==> src/rtl/pwm_multi_channel_if.sv <==
// Configuration and output bundle of the multi-channel PWM generator.
// master drives the configuration; slave is the PWM core and drives the outputs.
interface pwm_multi_channel_if #(
   parameter int BW  = 8,
   parameter int NCH = 4
);
   logic                en_i;
   logic                load_i;
   logic [BW-1:0]       period_i;
   logic                center_i;
   logic [NCH*BW-1:0]   duty_i;
   logic [NCH-1:0]      pol_i;
   logic [NCH-1:0]      pwm_o;
   logic                sync_o;
   logic                pending_o;

   modport master (
      output en_i, load_i, period_i, center_i, duty_i, pol_i,
      input  pwm_o, sync_o, pending_o
   );

   modport slave (
      input  en_i, load_i, period_i, center_i, duty_i, pol_i,
      output pwm_o, sync_o, pending_o
   );
endinterface

==> src/rtl/pwm_multi_channel.sv <==
// Multi-channel PWM on one shared period counter, edge/center aligned, double-buffered config.
// Latency: 1 cycle from counter to pwm_o/sync_o; no backpressure, the counter free-runs while en_i=1.
module pwm_multi_channel #(
   parameter int BW  = 8,
   parameter int NCH = 4
) (
   input  logic                   clk_i,
   input  logic                   rst_i,
   pwm_multi_channel_if.slave     bus
);

   logic [BW-1:0]       r_cnt;
   logic                r_dir_dn;

   logic [BW-1:0]       r_sh_period;
   logic                r_sh_center;
   logic [NCH*BW-1:0]   r_sh_duty;
   logic [NCH-1:0]      r_sh_pol;

   logic [BW-1:0]       r_act_period;
   logic                r_act_center;
   logic [NCH*BW-1:0]   r_act_duty;
   logic [NCH-1:0]      r_act_pol;

   logic                r_pending;
   logic [NCH-1:0]      r_pwm;
   logic                r_sync;

   logic                w_boundary;
   logic                w_transfer;
   logic [BW-1:0]       w_cnt_nxt;
   logic                w_dir_nxt;
   logic [NCH-1:0]      w_raw;

   // Edge mode treats any cnt beyond the period as a boundary so a stray count always wraps.
   always_comb begin
      w_boundary = 1'b0;
      if (!r_act_center) begin
         w_boundary = (r_cnt >= r_act_period);
      end else begin
         w_boundary = (r_dir_dn && (r_cnt == BW'(1))) || (r_act_period == '0);
      end
   end

   // While disabled the shadow is applied every cycle so the config is ready on enable.
   assign w_transfer = r_pending && (w_boundary || !bus.en_i);

   // Every transfer lands on a boundary or on a disabled cycle, both of which restart the
   // counter at 0/up, so a mode change never inherits a half-finished sweep.
   always_comb begin
      w_cnt_nxt = '0;
      w_dir_nxt = 1'b0;
      if (!bus.en_i || w_boundary) begin
         w_cnt_nxt = '0;
         w_dir_nxt = 1'b0;
      end else if (!r_act_center) begin
         w_cnt_nxt = r_cnt + BW'(1);
      end else if (!r_dir_dn) begin
         w_cnt_nxt = r_cnt + BW'(1);
         w_dir_nxt = (w_cnt_nxt >= r_act_period);
      end else if (r_cnt > BW'(1)) begin
         w_cnt_nxt = r_cnt - BW'(1);
         w_dir_nxt = 1'b1;
      end
   end

   always_comb begin
      w_raw = '0;
      for (int k = 0; k < NCH; k++) begin
         w_raw[k] = (r_cnt < r_act_duty[k*BW +: BW]);
      end
   end

   always_ff @(posedge clk_i) begin
      if (rst_i) begin
         r_cnt        <= '0;
         r_dir_dn     <= 1'b0;
         r_sh_period  <= '0;
         r_sh_center  <= 1'b0;
         r_sh_duty    <= '0;
         r_sh_pol     <= '0;
         r_act_period <= '0;
         r_act_center <= 1'b0;
         r_act_duty   <= '0;
         r_act_pol    <= '0;
         r_pending    <= 1'b0;
         r_pwm        <= '0;
         r_sync       <= 1'b0;
      end else begin
         r_cnt    <= w_cnt_nxt;
         r_dir_dn <= w_dir_nxt;

         if (bus.en_i) begin
            r_pwm  <= w_raw ^ r_act_pol;
            r_sync <= (r_cnt == '0);
         end else begin
            r_pwm  <= r_act_pol;
            r_sync <= 1'b0;
         end

         // The outgoing shadow transfers before a same-cycle load replaces it.
         if (w_transfer) begin
            r_act_period <= r_sh_period;
            r_act_center <= r_sh_center;
            r_act_duty   <= r_sh_duty;
            r_act_pol    <= r_sh_pol;
         end

         if (bus.load_i) begin
            r_sh_period <= bus.period_i;
            r_sh_center <= bus.center_i;
            r_sh_duty   <= bus.duty_i;
            r_sh_pol    <= bus.pol_i;
            r_pending   <= 1'b1;
         end else if (w_transfer) begin
            r_pending   <= 1'b0;
         end
      end
   end

   assign bus.pwm_o     = r_pwm;
   assign bus.sync_o    = r_sync;
   assign bus.pending_o = r_pending;

endmodule
==> src/flat_wrapper.sv <==
// flat-port wrapper written by rule: the top's interface ports become plain ports
module pwm_multi_channel_flat 
#(
   parameter int BW  = 8,
   parameter int NCH = 4
)
  (clk_i, rst_i, bus_en_i, bus_load_i, bus_period_i, bus_center_i, bus_duty_i, bus_pol_i, bus_pwm_o, bus_sync_o, bus_pending_o);
  pwm_multi_channel_if #(.BW(BW), .NCH(NCH)) bus_i ();
  input  logic clk_i;
  input  logic rst_i;
  input wire logic [$bits(bus_i.en_i)-1:0] bus_en_i;
  input wire logic [$bits(bus_i.load_i)-1:0] bus_load_i;
  input wire logic [$bits(bus_i.period_i)-1:0] bus_period_i;
  input wire logic [$bits(bus_i.center_i)-1:0] bus_center_i;
  input wire logic [$bits(bus_i.duty_i)-1:0] bus_duty_i;
  input wire logic [$bits(bus_i.pol_i)-1:0] bus_pol_i;
  output wire logic [$bits(bus_i.pwm_o)-1:0] bus_pwm_o;
  output wire logic [$bits(bus_i.sync_o)-1:0] bus_sync_o;
  output wire logic [$bits(bus_i.pending_o)-1:0] bus_pending_o;
  assign bus_i.en_i = bus_en_i;
  assign bus_i.load_i = bus_load_i;
  assign bus_i.period_i = bus_period_i;
  assign bus_i.center_i = bus_center_i;
  assign bus_i.duty_i = bus_duty_i;
  assign bus_i.pol_i = bus_pol_i;
  assign bus_pwm_o = bus_i.pwm_o;
  assign bus_sync_o = bus_i.sync_o;
  assign bus_pending_o = bus_i.pending_o;
  pwm_multi_channel #(.BW(BW), .NCH(NCH)) u_core (.clk_i(clk_i), .rst_i(rst_i), .bus(bus_i));
endmodule
==> config.mk <==
export PLATFORM = sky130hd
export DESIGN_NAME = pwm_multi_channel_flat
export DESIGN_NICKNAME = d
export VERILOG_FILES = /design/src/rtl/pwm_multi_channel_if.sv /design/src/rtl/pwm_multi_channel.sv /design/src/flat_wrapper.sv
export SDC_FILE = /design/constraint.sdc
export NUM_CORES = 1
export LEC_CHECK = 0
export ABC_AREA = 1
export CORE_MARGIN = 5
export CORE_UTILIZATION = 40
export CTS_CLUSTER_DIAMETER = 100
export DETAILED_ROUTE_END_ITERATION = 12
export GPL_TIMING_DRIVEN = 0
export PLACE_DENSITY = 0.59
export SYNTH_ARGS = -nofsm -noshare
export SYNTH_HDL_FRONTEND = slang
export SYNTH_SLANG_ARGS = --single-unit
export TNS_END_PERCENT = 30
==> constraint.sdc <==
create_clock -name clk_i -period 2.5 [get_ports clk_i]
set_input_delay 0.375 -clock clk_i [delete_from_list [all_inputs] [get_ports clk_i]]
set_output_delay 0.375 -clock clk_i [all_outputs]
set_load 0.02 [all_outputs]
### Word-level counts from Yosys, hierarchy flattened

Index checks and enable logic that the tools add are counted.

| storage, ports and cells | value |
|---|---|
| bits in registers | 105 |
| input bits | 49 |
| output and inout bits | 6 |
| word-level logic and storage cells | 46 |

| cells by class | value |
|---|---|
| add/sub/neg operators | 2 |
| magnitude comparators | 7 |
| equality and inequality tests | 1 |
| muxes and demuxes | 9 |
| bitwise logic cells | 3 |
| reduce and logical (&&, ||, !) cells | 11 |

Operator list:

| kind | count |
|---|---|
| 8-bit < comparator | 4 |
| 8-bit 2-to-1 mux | 3 |
| 8-bit greater-or-equal comparator | 2 |
| 8-bit logical NOT | 2 |
| 8-bit by 1-bit adder with 8-bit output, second input constant | 1 |
| 8-bit by 1-bit == test with 1-bit output, second input constant | 1 |
| 8-bit by 1-bit greater-than comparator with 1-bit output, second input constant | 1 |
| 8-bit by 1-bit subtractor with 8-bit output, second input constant | 1 |
| 1-bit 2-to-1 mux | 5 |
| 4-bit 2-to-1 mux | 1 |
| 2-bit OR reduction | 2 |
| 4-bit XOR | 1 |
| 3-bit OR reduction | 1 |
| 1-bit logical AND | 2 |
| 1-bit logical OR | 2 |
| 1-bit NOT | 2 |
| 2-bit nonzero test | 1 |
| 1-bit logical NOT | 1 |

### Longest topological paths before layout

Gate-level depths: netlist of run 1.

| logic depth | value |
|---|---|
| depth after elaboration | 8 |
| depth in mapped cells | 15 |
| mapped depth without buffers | 14 |

### Least setup slack after synthesis of run 1

No wires, ideal clock.

| timing | value |
|---|---|
| path type | flip-flop to flip-flop |
| from | reg u_core.r_cnt[1] |
| to | reg u_core.r_dir_dn |
| library setup time | 0.064 ns |
| data arrival time | 1.882 ns |
| data required time | 2.436 ns |
| setup slack | 0.554 ns |
| stages on the path, launching flop included | 13 |
| buffers on the path | 0 |
| clock period less this slack | 1.946 ns |
| path through | dfxtp_1 > ha_1 > nand3_1 > nor3_1 > xor2_1 > inv_1 > ha_1 > nand2_1 > nor2_1 > nand4_1 > nand3_1 > mux2i_1 > nor2_1 |

| on the way | value |
|---|---|
| longest elaborated chain between the ends | 6 |
| elaborated cells on any way between the ends | 12 |
| those cells by class | 1 x add/sub; 3 x order compare; 1 x eq/ne; 3 x mux; 4 x reduce/logical |

RTL lines:

| item | RTL line | text |
|---|---|---|
| start: declaration | pwm_multi_channel.sv:12 | `logic [BW-1:0] r_cnt;` |
| start signal: assignment | pwm_multi_channel.sv:90 | `r_cnt <= w_cnt_nxt;` |
| parallel branches: the longest is 6 deep, another holds 8-bit by 1-bit adder with 8-bit output | n/a |  |
| end signal: assignment | pwm_multi_channel.sv:91 | `r_dir_dn <= w_dir_nxt;` |
| end: declaration | pwm_multi_channel.sv:13 | `logic r_dir_dn;` |

Parallel ways; which one is timed is not known.
A chain may end at the register's enable or synchronous reset.

### Final worst setup path of run 1

| timing | value |
|---|---|
| from | reg u_core.r_cnt[0] |
| to | reg u_core.r_act_duty[19] |

| on the way | value |
|---|---|
| longest elaborated chain between the ends | 6 |
| elaborated cells on any way between the ends | 7 |
| those cells by class | 1 x order compare; 1 x eq/ne; 1 x mux; 4 x reduce/logical |

RTL lines:

| item | RTL line | text |
|---|---|---|
| parallel branches: the longest is 3 deep, another holds 8-bit greater-or-equal comparator | n/a |  |
| 1-bit 2-to-1 mux * | pwm_multi_channel.sv:38 | `if (!r_act_center) begin` |
| 1-bit logical OR * | pwm_multi_channel.sv:46 | `assign w_transfer = r_pending && (w_boundary \|\| !bus.en_i);` |
| 1-bit logical AND * | pwm_multi_channel.sv:46 |  |
| end signal: assignment | pwm_multi_channel.sv:105 | `r_act_duty <= r_sh_duty;` |
| end: declaration | pwm_multi_channel.sv:22 | `logic [NCH*BW-1:0] r_act_duty;` |

Mark *: on every way between the ends.

==> results of run 1 <==
final timing paths:
path	startpoint	to	slack, ns	cells after the start
setup / recovery	u_core.r_cnt[0]$_SDFF_PP0_	u_core.r_act_duty[19]$_SDFFE_PP0P_	0.21	13
hold / removal	u_core.r_sh_period[1]$_SDFFE_PP0P_	u_core.r_sh_period[1]$_SDFFE_PP0P_	0.46	2
setup reg to reg	u_core.r_cnt[0]$_SDFF_PP0_	u_core.r_act_duty[19]$_SDFFE_PP0P_	0.21	13
hold reg to reg	u_core.r_sh_period[1]$_SDFFE_PP0P_	u_core.r_sh_period[1]$_SDFFE_PP0P_	0.46	2
routing by layer:
layer,share of wire,vias to the layer above,GRT usage
met2,0.48,76,0.296
met5,0,-,0
met4,0.015,0,0.0492
met3,0.037,14,0.0458
li1,-,2535,-
met1,0.47,2213,0.216
metrics by stage:
step           hold WS [ns]   util
2_1_floorplan         0.430      -
3_3_place_gp          0.446  0.468
3_5_place_dp          0.452  0.468
4_1_cts               0.462  0.492
5_1_grt               0.478  0.492
6_report              0.457  0.492
registers in the layout, summed over array words and instances, names as in the netlist, 4 cells and up:
register             flops
u_core.r_act_period      8
u_core.r_cnt             8
u_core.r_act_duty       32
u_core.r_sh_period       8
u_core.r_act_pol         4
u_core.bus.pwm_o         4
u_core.r_sh_duty        32
u_core.r_sh_pol          4
report_power, final:
part	leakage, uW	total [uW]	internal, uW	switching (uW)
registers	0.000870	1910	1830	78.6
logic	0.00187	1120	463	656
clock network	0.000159	1530	903	631
synthesized netlist by cell type, types with 3 or more instances:
| library cell | n | area share |
|---|---|---|
| sky130_fd_sc_hd__buf_1 | 4 | 0.0028 |
| sky130_fd_sc_hd__nand2_1 | 108 | 0.074 |
| sky130_fd_sc_hd__clkbuf_1 | 25 | 0.017 |
| sky130_fd_sc_hd__nand4_1 | 3 | 0.0034 |
| sky130_fd_sc_hd__nor2_1 | 67 | 0.046 |
| sky130_fd_sc_hd__buf_6 | 10 | 0.021 |
| sky130_fd_sc_hd__nand3_1 | 62 | 0.057 |
| sky130_fd_sc_hd__a22oi_1 | 5 | 0.0069 |
| sky130_fd_sc_hd__xor2_1 | 12 | 0.019 |
| sky130_fd_sc_hd__inv_1 | 114 | 0.078 |
| sky130_fd_sc_hd__ha_1 | 48 | 0.11 |
| sky130_fd_sc_hd__a21oi_1 | 110 | 0.10 |
| sky130_fd_sc_hd__o21ai_0 | 48 | 0.044 |
| sky130_fd_sc_hd__dfxtp_1 | 105 | 0.39 |
| sky130_fd_sc_hd__a211oi_1 | 4 | 0.0055 |
| sky130_fd_sc_hd__nor3_1 | 4 | 0.0037 |
area by class of cell:
cell class,instances,area [um2]
Fill cell,1362,6750
Inverter,116,435
Buffer,40,229
Clock inverter,5,78.8
Tap cell,176,220
Sequential cell,105,2110
Multi-Input combinational cell,483,2690
Timing Repair Buffer,54,541
Clock buffer,11,243
timing repair:
item                                    4_1_cts  5_1_grt
endpoints found under the setup margin        1        1
gates cloned                                  0        0
hold endpoints to repair                      0        0
resized for setup                             1        5
cell usage in the layout (no fill, tap or decap):
master | synthesis | layout
sky130_fd_sc_hd__a211oi_1 | 4 | 4
sky130_fd_sc_hd__a21oi_1 | 110 | 110
sky130_fd_sc_hd__a22oi_1 | 5 | 5
sky130_fd_sc_hd__buf_1 | 4 | 4
sky130_fd_sc_hd__buf_4 | 1 | 1
sky130_fd_sc_hd__buf_6 | 10 | 10
sky130_fd_sc_hd__bufinv_16 | 0 | 2
sky130_fd_sc_hd__clkbuf_1 | 25 | 26
sky130_fd_sc_hd__clkbuf_16 | 0 | 9
sky130_fd_sc_hd__clkbuf_8 | 0 | 1
sky130_fd_sc_hd__clkdlybuf4s50_1 | 0 | 54
sky130_fd_sc_hd__clkinv_2 | 0 | 2
sky130_fd_sc_hd__clkinv_4 | 0 | 1
sky130_fd_sc_hd__dfxtp_1 | 105 | 100
sky130_fd_sc_hd__dfxtp_2 | 0 | 4
sky130_fd_sc_hd__dfxtp_4 | 0 | 1
sky130_fd_sc_hd__ha_1 | 48 | 48
sky130_fd_sc_hd__inv_1 | 114 | 114
sky130_fd_sc_hd__inv_2 | 2 | 2
sky130_fd_sc_hd__mux2i_1 | 1 | 1
sky130_fd_sc_hd__nand2_1 | 108 | 108
sky130_fd_sc_hd__nand2_2 | 2 | 2
sky130_fd_sc_hd__nand2_8 | 1 | 1
sky130_fd_sc_hd__nand3_1 | 62 | 62
sky130_fd_sc_hd__nand3_2 | 1 | 1
sky130_fd_sc_hd__nand4_1 | 3 | 3
sky130_fd_sc_hd__nor2_1 | 67 | 67
sky130_fd_sc_hd__nor2_4 | 1 | 1
sky130_fd_sc_hd__nor2_8 | 1 | 1
sky130_fd_sc_hd__nor3_1 | 4 | 4
sky130_fd_sc_hd__nor3_2 | 1 | 1
sky130_fd_sc_hd__o21a_1 | 2 | 2
sky130_fd_sc_hd__o21ai_0 | 48 | 48
sky130_fd_sc_hd__o21ai_1 | 2 | 2
sky130_fd_sc_hd__xor2_1 | 12 | 12
critical path, cell delays in order (launching register included):
cell                      delay, ns
sky130_fd_sc_hd__dfxtp_1       0.45
sky130_fd_sc_hd__inv_1         0.28
sky130_fd_sc_hd__ha_1          0.38
sky130_fd_sc_hd__nand2_1       0.06
sky130_fd_sc_hd__nand3_1       0.08
sky130_fd_sc_hd__nand2_1       0.06
sky130_fd_sc_hd__nand2_1       0.05
sky130_fd_sc_hd__nand2_1       0.05
sky130_fd_sc_hd__nand2_1       0.04
sky130_fd_sc_hd__nand2_1       0.18
sky130_fd_sc_hd__nand2_8       0.14
sky130_fd_sc_hd__buf_6         0.17
sky130_fd_sc_hd__a21oi_1       0.15
sky130_fd_sc_hd__nor2_1        0.07
logic make-up (layout without fill, tap and decap cells):
kind of cell	after synthesis	in the layout	synth area share
XOR/XNOR	12	12	0.0193
buffers and inverters	156	226	0.122
AND/OR/NAND/NOR	251	251	0.200
flip-flops	105	105	0.385
adder cells (fa/ha/maj)	48	48	0.110
AO/OA/AOI/OAI	171	171	0.162
multiplexers	1	1	0.00183
==> summary by stage, run 1 <==
Placed design
The setup slack at placement is -0.0394 ns. In this run, placement finished with an instance count of 974. The port buffer count is 54. Once detailed placement completed, the half-perimeter wirelength came to 10100 um. The placed cell area is 0.00622 mm2. The weighted congestion at the end of routability-driven global placement is 0.845.

Clock network
The tree is rooted in a sky130_fd_sc_hd__clkbuf_16. The total number of H-tree levels is 3. The clock passes through at most 2 buffers. The clock net in this run drives a total of 105 sinks.

Buffers added to address setup during post-CTS repair amount to 0. The CTS tree is yes. After clock tree synthesis, the clock-pin slew on the worst setup and hold paths is 0.07 ns. The worst-skew pair later-pin latency is 0.36 ns.

Counting the buffers created by CTS gives 9. The number of hold-repair buffers added at the cts stage is 0.

Global route
The initial antenna violation count is 0. The global-route congestion overflow total is 0. Entering global routing, the biggest net connects 17 pins. The overall global routing resource usage is 0.174.

The via count of the first global-routing pass is 4855. The first global-routing pass estimated 22400 um of wire.

STA
The relative max-transition margin is 0.628. Setup repair after global routing left no endpoint under its margin. The final total negative setup slack is 0 ns. The total count of hold-check failures in the final report is 0.

Derived from the worst setup path, the maximum achievable clock frequency is 437 MHz. The transition time at the pin with the least slew margin is 0.558 ns. The count of endpoints failing setup in the final report is 0. The final period demand of the worst path is 2.29 ns. The max-slew violation count is 0. The setup slack of the critical path after layout is 0.212 ns. Of the available clock period, the critical path in the final layout requires 0.915. The clock arrives with 0.00824 ns of skew.

Route
The routed design has 13300 um of wire. In the final routed layout, each cell accounts on average for 13.4 um. The first routing iteration left 250 violations. The mean number of vias per cell is 4.89. The pre-antenna-repair detailed-routing pass consisted of 5 iterations. The remaining design rule violation count is 0. The count of nets left with antenna violations once routing finished came out at 0. The via count of the routed design is 4838.

Power
The cell leakage power is 0.00290 uW. Power spread over the standard cell area amounts to 697 mW/mm2. Across the VDD grid, the largest voltage drop is 0.363 mV. The total power is 4560 uW.

Yosys
The post-synthesis async set-or-reset flop share is 0. The synthesized netlist contains 27 unique library cells. The synthesized net count is 841. The number of instances in the synthesized netlist is 744. For this run, the register share of the synthesized area comes to 0.385. Yosys printed 0 warnings. The cell area that synthesis handed to floorplanning was 0.00546 mm2. For this run, the leading register cell type out of synthesis is sky130_fd_sc_hd__dfxtp_1. Dividing the synthesized area by the synthesized cell count gives 7.33 um2. The number of enable-type register cells in the synthesized netlist is 0. After synthesis the netlist holds a flip-flop and latch count of 105.

Cells and area
The finished layout holds 990 standard cells, fillers aside. Relative to the synthesized area, the layout overhead comes to 20.0%. 0 antenna diodes ended up in the layout. The share of layout cells above drive strength 1 is 0.0491. The final net count is 906. The final instance area is 0.00655 mm2.

Worst hold path
The path category of the worst min-delay check is register to register.

Critical path
The setup path with the least slack is of type register to register. For the worst setup path, the data required time is 2.75 ns. The worst setup path is captured at a register. At the worst endpoint, the arrival time is 2.53 ns. The kind of start point of the critical path is a register. In this run the worst path has a maximum fanout of 10.

Die
From bottom edge to top edge, the die measures 127 um. The floorplan die area is 0.0161 mm2. For this configuration, the core starts out at a cell density of 0.410. The die span in x is 127 um. During I/O placement, the number of pins put on the boundary was 55.

The floorplan has 42 rows. In this run the standard cell core region covers 0.0133 mm2.

Flow run
Max-cap violations in this run came to 0.

Outcome
The flow ran to the end, and the final reports show no timing, DRC or antenna violations.
(Power assumes the default switching activity.)
==> run 2: changes to the inputs <==
==> constraint.sdc (replaced) <==
create_clock -name clk_i -period 2.6 [get_ports clk_i]
set_input_delay 0.39 -clock clk_i [delete_from_list [all_inputs] [get_ports clk_i]]
set_output_delay 0.39 -clock clk_i [all_outputs]
set_load 0.02 [all_outputs]
==> run 2 against run 1 <==
Net effect: global-route usage did not move; critical path type unchanged; utilization barely moved; sequential share of layout area fell by 0.052 points; largest power group unchanged; sequential power fell by 4%.
==> summary by stage, run 2 (synthesized netlist as in run 1, its figures left out) <==
Cells and area
The largest registers in the layout are u_core.r_act_duty: 32 flops, u_core.r_sh_duty: 32 flops. For this run, the number of standard cells in the final layout without fillers is 990. From synthesis to final layout, the design area changed by 19.9%.

The repair_antennas step left the layout with diodes totalling 0. The library cells used most frequently in the layout, excluding fill and tap cells, are sky130_fd_sc_hd__inv_1 (114), sky130_fd_sc_hd__a21oi_1 (110), sky130_fd_sc_hd__nand2_1 (108). Of the cells placed in the final design, the portion with a size suffix greater than 1 is 0.0467. The most common cell after layout, fill and taps aside is sky130_fd_sc_hd__inv_1. For this run, the post-layout net count is 906.

STA
The highest attainable clock frequency is 417 MHz. Across all hold checks on the routed design, the worst slack comes to 0.457 ns. Setup repair after global routing left no endpoint under its margin. Setup violations remaining at the end of the flow were counted as 0.

The total count of hold-check failures in the final report is 0. On the final layout, the worst clock skew is 0.00833 ns. In the post-route analysis, the smallest setup slack over all paths is 0.204 ns. The max-slew violation count is 0.

Dividing the final minimum period by the clock period gives 0.922. In this run the tightest slew margin relative to its limit is 0.616. After routing, the total negative slack on setup checks comes to 0 ns. The final period demand of the worst path is 2.40 ns. At the pin with the least slew margin, the transition time is 0.576 ns.

Clock network
The CTS tree is yes. The total setup buffers inserted after CTS is 0. The number of CTS-inserted buffers is 9. Clock-pin slew was measured on the worst setup and hold paths at 0.07 ns.

The number of sinks driven by the clock tree is 105. No sink is reached through more buffers than the 2 on the longest clock path. The total number of H-tree levels is 3. The worst-skew pair later-pin latency is 0.36 ns.

CTS placed an instance of sky130_fd_sc_hd__clkbuf_16 at the clock tree root.

Route
Wires add up to 13300 um. The mean number of vias per cell is 4.90. In this run the remaining antenna-violating nets after routing total 0. The detailed router placed 4851 vias in this run. The detailed router finished its first iteration with 258 violations. The first-pass iteration count of the detailed router is 6. The remaining design rule violation count is 0. In the final routed layout, each cell accounts on average for 13.4 um.

Die
The number of top-level pins is 55. The floorplan die area is 0.0161 mm2. The initial core utilization is 0.410. The core area is 0.0133 mm2. The number of rows created at floorplan is 42. The die span in x is 127 um. The floorplan die height is 127 um.

Critical path
STA puts the critical path data required time at 2.90 ns. STA classifies the critical path endpoint as a register. By startpoint and endpoint, the worst setup path is classified as register to register. STA puts the critical path data arrival time at 2.70 ns.

The maximum net fanout on the critical path is 6. On the worst path, the slowest cell contributes a delay of 0.61 ns. The worst setup path is launched from a register. The critical path goes through buf_6 -> nand3_1 -> nor3_1 -> xor2_1 -> inv_1 -> ha_1 -> nand2_1 -> nor2_1 -> nand4_1 -> nand3_1 -> mux2i_1 -> nor2_1.

The slowest cell on the critical path is sky130_fd_sc_hd__dfxtp_1.

Outcome
The run finished with clean final reports.

Global route
Entering global routing, the biggest net connects 17 pins. The global-route congestion overflow total is 0. The initial antenna violation count is 0. Across every metal layer, demand over resource in global routing totals 0.174. The via count of the first global-routing pass came to 4855. The first global-routing pass estimated 22400 um of wire.

Placed design
The weighted congestion at the end of routability-driven global placement is 0.845. In this run the tool buffered the top-level ports with 54 buffer cells. Timing analysis after detailed placement gives a worst setup slack of 0.0606 ns.

The number of placed instances, taps included, is 974. The HPWL after detailed placement is 10100 um.

Power
Summed over all cells, the static leakage comes to 0.00290 uW. For this design the ratio of total power to cell area is 671 mW/mm2. The worst supply voltage drop on vdd is 0.349 mV.

Worst hold path
The tightest min-delay check is of the register to register type.

Flow run
The reported max-cap violation count is 0.
[run 2: cell counts in the layout (fill, tap and decap cells not counted)]
Identical to the previous run, type by type.
[run 2: area by class of cell]
cell class / count / area [um2]
Timing Repair Buffer: 54 / 541
Buffer: 40 / 229
Fill cell: 1365 / 6750
Inverter: 116 / 435
Clock inverter: 5 / 78.8
Multi-Input combinational cell: 483 / 2690
Sequential cell: 105 / 2110
Clock buffer: 11 / 243
Tap cell: 176 / 220
[run 2: metrics by stage]
step	total power (uW)	util	instance area (um2)
2_1_floorplan	2630	-	5460
3_3_place_gp	2920	0.468	6220
3_5_place_dp	2960	0.468	6220
4_1_cts	4420	0.492	6540
5_1_grt	4670	0.492	6540
6_report	4390	0.492	6540
[run 2: layer usage]
metal,global-route usage,vias to the layer above,wire length (um)
met5,0,-,0
met4,0.0492,0,197
met3,0.0458,17,508
met2,0.296,85,6340
met1,0.216,2215,6240
li1,-,2534,-
[run 2: critical path, delay by kind of cell (launching register included)]
family / cells / cell delay [ns]
buffers and inverters: 2 / 0.29
XOR/XNOR: 1 / 0.18
AND/OR/NAND/NOR: 7 / 0.94
multiplexers: 1 / 0.06
adder cells (fa/ha/maj): 1 / 0.27
flip-flops: 1 / 0.61
[run 2: power breakdown]
group          internal (uW)  total, uW  switching (uW)  leakage (uW)
Combinational            446       1080             630       0.00187
Sequential              1760       1840            75.8      0.000868
Clock                    869       1480             609      0.000159
[run 2: repair_timing]
| item | CTS | global route |
|---|---|---|
| resized for setup | 0 | 3 |
| hold buffers | 0 | 0 |
| endpoints found under the setup margin | 0 | 1 |
[run 2: path summary, 6_finish.rpt]
path | startpoint | end | slack (ns) | cells after the start
worst max-delay path | u_core.r_cnt[3]$_SDFF_PP0_ | u_core.r_dir_dn$_SDFF_PP0_ | 0.20 | 12
worst min-delay path | u_core.r_sh_period[1]$_SDFFE_PP0P_ | u_core.r_sh_period[1]$_SDFFE_PP0P_ | 0.46 | 2
worst max register to register | u_core.r_cnt[3]$_SDFF_PP0_ | u_core.r_dir_dn$_SDFF_PP0_ | 0.20 | 12
worst min register to register | u_core.r_sh_period[1]$_SDFFE_PP0P_ | u_core.r_sh_period[1]$_SDFFE_PP0P_ | 0.46 | 2
